`src/rtl/tape_reader.sv`:
```
// Post-halt readout engine: walks the whole tape RAM once after the TM core halts,
// streams every cell on a valid/ready port and counts non-blank cells into sigma.
module tape_reader #(
  parameter int ADDR_W = 6,
  parameter int SYM_W  = 3,
  parameter int NSYM   = 5
) (
  input  logic              CLK_n,
  input  logic              RST,
  input  logic              halt,
  output logic [ADDR_W-1:0] rd_addr,
  input  logic [SYM_W-1:0]  rd_data,
  output logic              out_valid,
  input  logic              out_ready,
  output logic [SYM_W-1:0]  out_sym,
  output logic [ADDR_W-1:0] out_addr,
  output logic              out_last,
  output logic [ADDR_W:0]   sigma,
  output logic              done,
  output logic              err_sym,
  output logic              busy
);

  localparam logic [ADDR_W-1:0] LAST_ADDR = '1;
  localparam logic [SYM_W:0]    NSYM_W    = (SYM_W+1)'(NSYM);

  typedef enum logic [2:0] {
    S_IDLE,
    S_FETCH,
    S_CAPTURE,
    S_SEND,
    S_DONE
  } state_t;

  state_t state;
  logic   halt_q;
  logic   sym_bad;
  logic   sym_counted;

  // Classification of the beat currently on the output port.
  assign sym_bad     = ({1'b0, out_sym} >= NSYM_W);
  assign sym_counted = (out_sym != '0) && !sym_bad;

  // halt passes through one flop before the FSM looks at it, which is what puts the
  // first beat three edges after the edge that samples halt.
  always_ff @(posedge CLK_n) begin
    if (RST) begin
      state     <= S_IDLE;
      halt_q    <= 1'b0;
      rd_addr   <= '0;
      out_valid <= 1'b0;
      out_sym   <= '0;
      out_addr  <= '0;
      out_last  <= 1'b0;
      sigma     <= '0;
      done      <= 1'b0;
      err_sym   <= 1'b0;
      busy      <= 1'b0;
    end else begin
      halt_q <= halt;
      case (state)
        S_IDLE: begin
          if (halt_q) begin
            rd_addr <= '0;
            busy    <= 1'b1;
            state   <= S_FETCH;
          end
        end
        S_FETCH: begin
          state <= S_CAPTURE;
        end
        S_CAPTURE: begin
          out_sym   <= rd_data;
          out_addr  <= rd_addr;
          out_last  <= (rd_addr == LAST_ADDR);
          out_valid <= 1'b1;
          state     <= S_SEND;
        end
        S_SEND: begin
          if (out_ready) begin
            sigma     <= sigma + {{ADDR_W{1'b0}}, sym_counted};
            err_sym   <= err_sym | sym_bad;
            out_valid <= 1'b0;
            // The walk ends on the last cell; rd_addr is never advanced past it.
            if (out_last) begin
              done  <= 1'b1;
              busy  <= 1'b0;
              state <= S_DONE;
            end else begin
              rd_addr <= rd_addr + ADDR_W'(1);
              state   <= S_FETCH;
            end
          end
        end
        S_DONE: begin
          done <= 1'b1;
        end
        default: begin
          state <= S_IDLE;
        end
      endcase
    end
  end

endmodule

```
`config.mk`:
```
export PLATFORM = sky130hd
export DESIGN_NAME = tape_reader
export DESIGN_NICKNAME = d
export VERILOG_FILES = /design/src/rtl/tape_reader.sv
export SDC_FILE = /design/constraint.sdc
export NUM_CORES = 1
export LEC_CHECK = 0
export ABC_AREA = 1
export CAP_MARGIN = 10
export CORE_AREA = 3 3 62 53
export DETAILED_ROUTE_END_ITERATION = 8
export DIE_AREA = 0 0 65 56
export PLACE_DENSITY = 0.8
export SLEW_MARGIN = 20
export SYNTH_ARGS = -nofsm -noshare
export SYNTH_HDL_FRONTEND = slang
export SYNTH_SLANG_ARGS = --single-unit
```
`constraint.sdc`:
```
create_clock -name CLK_n -period 2.5 [get_ports CLK_n]
set_input_delay 0.25 -clock CLK_n [delete_from_list [all_inputs] [get_ports CLK_n]]
set_output_delay 0.25 -clock CLK_n [all_outputs]
set_load 0.02 [all_outputs]
```
==> impl_table.tex <==
\begin{tabular}{lr}
\hline
Metric & Value \\
\hline
\multicolumn{2}{l}{\textbf{Detailed routing}} \\
\quad Number of DRC markers after the initial detailed-route iteration & 31 \\
\quad Mean routed wirelength per cell & approximately 12 um \\
\quad Detailed-router iteration count before antenna repair & 4 \\
\quad Detailed-route wire length & 3.09 mm \\
\quad Detail-routed via count per cell & between 4 and 5 \\
\quad Via count of the routed design & 1,318 \\
\quad Post-route ant nets & 0 \\
\quad DRC viols & 0 \\
\multicolumn{2}{l}{\textbf{Synth}} \\
\quad Number of warnings issued by yosys & 0 \\
\quad Avg Cell Area, Syn & 7.26 um\^{}2 \\
\quad Area fraction of the dominant cell type after synthesis & between 40\% and 50\% \\
\quad Syn\_nets & 197 \\
\quad Count of state elements after synthesis & 31 \\
\quad Synth Instances & 187 \\
\quad Cell taking the most area after synthesis & sky130\_fd\_sc\_hd\_\_dfxtp\_1 \\
\quad Post-synth cell types & 23 \\
\quad Cell area after synthesis & between 0.001 and 0.0015 mm\^{}2 \\
\quad Sequential cell area fraction in the yosys report & a little under half \\
\quad Cells taking the most area after synthesis & sky130\_fd\_sc\_hd\_\_dfxtp\_1, sky130\_fd\_sc\_hd\_\_nand2\_1, sky130\_fd\_sc\_hd\_\_nor2\_1, sky130\_fd\_sc\_hd\_\_a21oi\_1, sky130\_fd\_sc\_hd\_\_o21ai\_0 \\
\multicolumn{2}{l}{\textbf{GRT}} \\
\quad Overflow left after global routing & 0 \\
\quad Via count of the first global-routing pass & $\sim$1.2k \\
\quad Wire length of the first global-routing pass & $\sim$5.5 mm \\
\quad Number of antenna violations at the first check in global routing & 0 \\
\quad Total Routing Usage GR & between 15 and 20\% \\
\quad Largest net degree at the start of global routing & 20 \\
\multicolumn{2}{l}{\textbf{Power}} \\
\quad Lkg Pwr & 0.703 nW \\
\quad Total power density per cell area & about 650 mW/mm\^{}2 \\
\quad IR drop worst, VDD & between 0.4 and 0.5 mV \\
\multicolumn{2}{l}{\textbf{Die}} \\
\quad Ports & 34 \\
\quad Initial Util & 50.3\% \\
\quad Core area & $\sim$0.0027 mm\^{}2 \\
\quad Die Y-Extent & about 56 um \\
\quad Standard-cell rows & 17 \\
\quad Chip Width & 65 um \\
\quad Full die area & 0.00364 mm\^{}2 \\
\multicolumn{2}{l}{\textbf{Layout}} \\
\quad Final std cells w/o fill & 264 \\
\quad Synthesis-to-finish area growth & 33.3\% \\
\quad Final standard cell area without fillers & roughly 0.0018 mm\^{}2 \\
\quad Final nets & between 200 and 250 \\
\quad Share of cells above drive strength 1 & roughly 8\% \\
\quad Diodes inserted & 0 \\
\quad Most used cells in the layout excluding fill and tap cells & sky130\_fd\_sc\_hd\_\_nand2\_1, sky130\_fd\_sc\_hd\_\_nor2\_1, sky130\_fd\_sc\_hd\_\_clkdlybuf4s50\_1 \\
\quad Commonest non-fill, non-tap cell in the layout & sky130\_fd\_sc\_hd\_\_nand2\_1 \\
\multicolumn{2}{l}{\textbf{Worst setup path}} \\
\quad Category of the critical setup timing path & reg -> out \\
\quad Setup slack of the most critical reg-to-reg path & $\sim$920 ps \\
\quad Buffers \& Inverters on Critical Path & 1 \\
\quad Worst Path Arrival & $\sim$1400 ps \\
\quad List of cells traversed by the critical path & clkdlybuf4s50\_1 \\
\quad End of the worst register-to-register path & sigma[4] \\
\quad Slowest cell on the critical path & sky130\_fd\_sc\_hd\_\_clkdlybuf4s50\_1 \\
\quad Depth of the worst register-to-register path & 10 \\
\quad Worst R2R Start & out\_sym[0] \\
\quad Largest fanout of any net on the critical path & 5 \\
\quad Crit end category & output pin \\
\quad Worst path required time & approximately 2300 ps \\
\quad Worst Setup Start Kind & flip-flop \\
\quad Top Family by Delay on Critical Path & buffers and inverters \\
\quad Maximum cell stage delay along the critical path & around 640 ps \\
\multicolumn{2}{l}{\textbf{Place}} \\
\quad Cell area after placement & 0.00172 mm\^{}2 \\
\quad Placed Cells & about 260 \\
\quad Count of buffers from port buffering & 33 \\
\quad Hpwl dp & 2.29 mm \\
\quad Placer congestion estimate & between 0.8 and 0.9 \\
\multicolumn{2}{l}{\textbf{STA}} \\
\quad Slew Viols, Final & 0 \\
\quad Worst slew pin tran & between 500 and 600 ps \\
\quad Final setup violation count & 0 \\
\quad Max-slew headroom & 66.1\% \\
\quad Max Freq & about 600 MHz \\
\quad Period utilization & roughly 67\% \\
\quad Total negative setup slack & 0 ps \\
\quad Hold Vio Cnt, Final & 0 \\
\quad Post-route minimum period & approximately 1700 ps \\
\quad Final hold slack & $\sim$420 ps \\
\quad Unrepaired setup endpoints after global routing & false \\
\quad Post-Route Skew & about 8.6 ps \\
\multicolumn{2}{l}{\textbf{CTS}} \\
\quad CTS tree & built \\
\quad Clk pin slew, worst setup/hold paths & 90 ps \\
\quad Cells resized by post-CTS repair & 0 \\
\quad Clock root cell & sky130\_fd\_sc\_hd\_\_clkbuf\_4 \\
\quad Clock insertion delay at the later pin of the skew report & around 350 ps \\
\quad Maximum root-to-sink buffer count & 2 \\
\quad Count of buffers added by post-CTS timing repair for setup & 0 \\
\quad \# hold bufs at CTS & 0 \\
\quad Cts bufs inserted & 5 \\
\quad Clock tree sinks & 31 \\
\quad H-tree level count & 2 \\
\multicolumn{2}{l}{\textbf{Outcome}} \\
\quad Run status & finished, final reports clean \\
\multicolumn{2}{l}{\textbf{Min path}} \\
\quad Count of cells along the worst hold path & 3 \\
\quad Worst min-delay path class & in -> reg \\
\quad Critical hold path startpoint & halt \\
\quad Sink of the worst hold path & halt\_q \\
\multicolumn{2}{l}{\textbf{Flow run}} \\
\quad Total of max-cap violations & 0 \\
\hline
\end{tabular}
-- kinds of logic after synthesis --
family          Yosys count  share of synthesized area [%]
simple gates            103                           33.7
flops                    31                           45.7
buf+inv                  18                           5.62
fa+ha+maj                 3                           2.77
compound gates           32                           12.2
-- area by class of cell --
cell class	instances	area [um^2]
fillers	245	892
multi-input cells	138	661
inverters	15	56.3
flip-flops and latches	31	621
clock buffers	6	51.3
well taps	38	47.5
repair buffers	34	338
clock inverters	2	35.0
-- registers in the layout (all words and copies together), names as in the netlist --
register / count
state: 3
out_last: 1
err_sym: 1
done: 1
out_valid: 1
out_addr: 6
sigma: 7
halt_q: 1
busy: 1
out_sym: 3
rd_addr: 6
-- synth_stat cells, drive strengths merged --
master,number
o21ai,11
nor2,40
dfxtp,31
a22oi,1
inv,14
buf,2
o21a,1
clkinv,1
nand3b,2
ha,3
a21oi,19
nand3,9
nand2,49
clkbuf,1
nor3,3
-- power by group --
part / internal [mW] / total (mW) / switching, mW
logic: 0.0879 / 0.208 / 0.120
clock network: 0.236 / 0.419 / 0.183
registers: 0.524 / 0.548 / 0.0242
-- worst max path at each step --
stage                  to  cells after the start  slack (ps)       start
6_report       rd_addr[1]                      1         830  rd_addr[1]
4_1_cts          sigma[1]                      1         840    sigma[1]
3_3_place_gp   rd_addr[1]                      5         820         RST
3_5_place_dp   rd_addr[1]                      5         750         RST
2_1_floorplan    sigma[4]                     10        1000  out_sym[0]
5_1_grt          sigma[4]                     10         710  out_sym[0]
-- per-layer routing --
layer	wire [um]	GRT usage [%]	part of all wire, %	vias up
li1	-	-	-	678
met1	1420	23.1	46	603
met2	1450	31.9	47	30
met3	161	5.45	5.2	7
met4	68	9.94	2.2	0
met5	0	0	0	-
-- metrics by stage --
step | utilization (%) | power (mW) | setup slack, ps
2_1_floorplan | - | 0.689 | 1000
6_report | 67.0 | 1.18 | 829
3_3_place_gp | 63.8 | 0.759 | 818
3_5_place_dp | 63.8 | 0.768 | 746
5_1_grt | 67.0 | 1.23 | 709
4_1_cts | 67.0 | 1.18 | 842
Power figures use the tool's default switching activity.
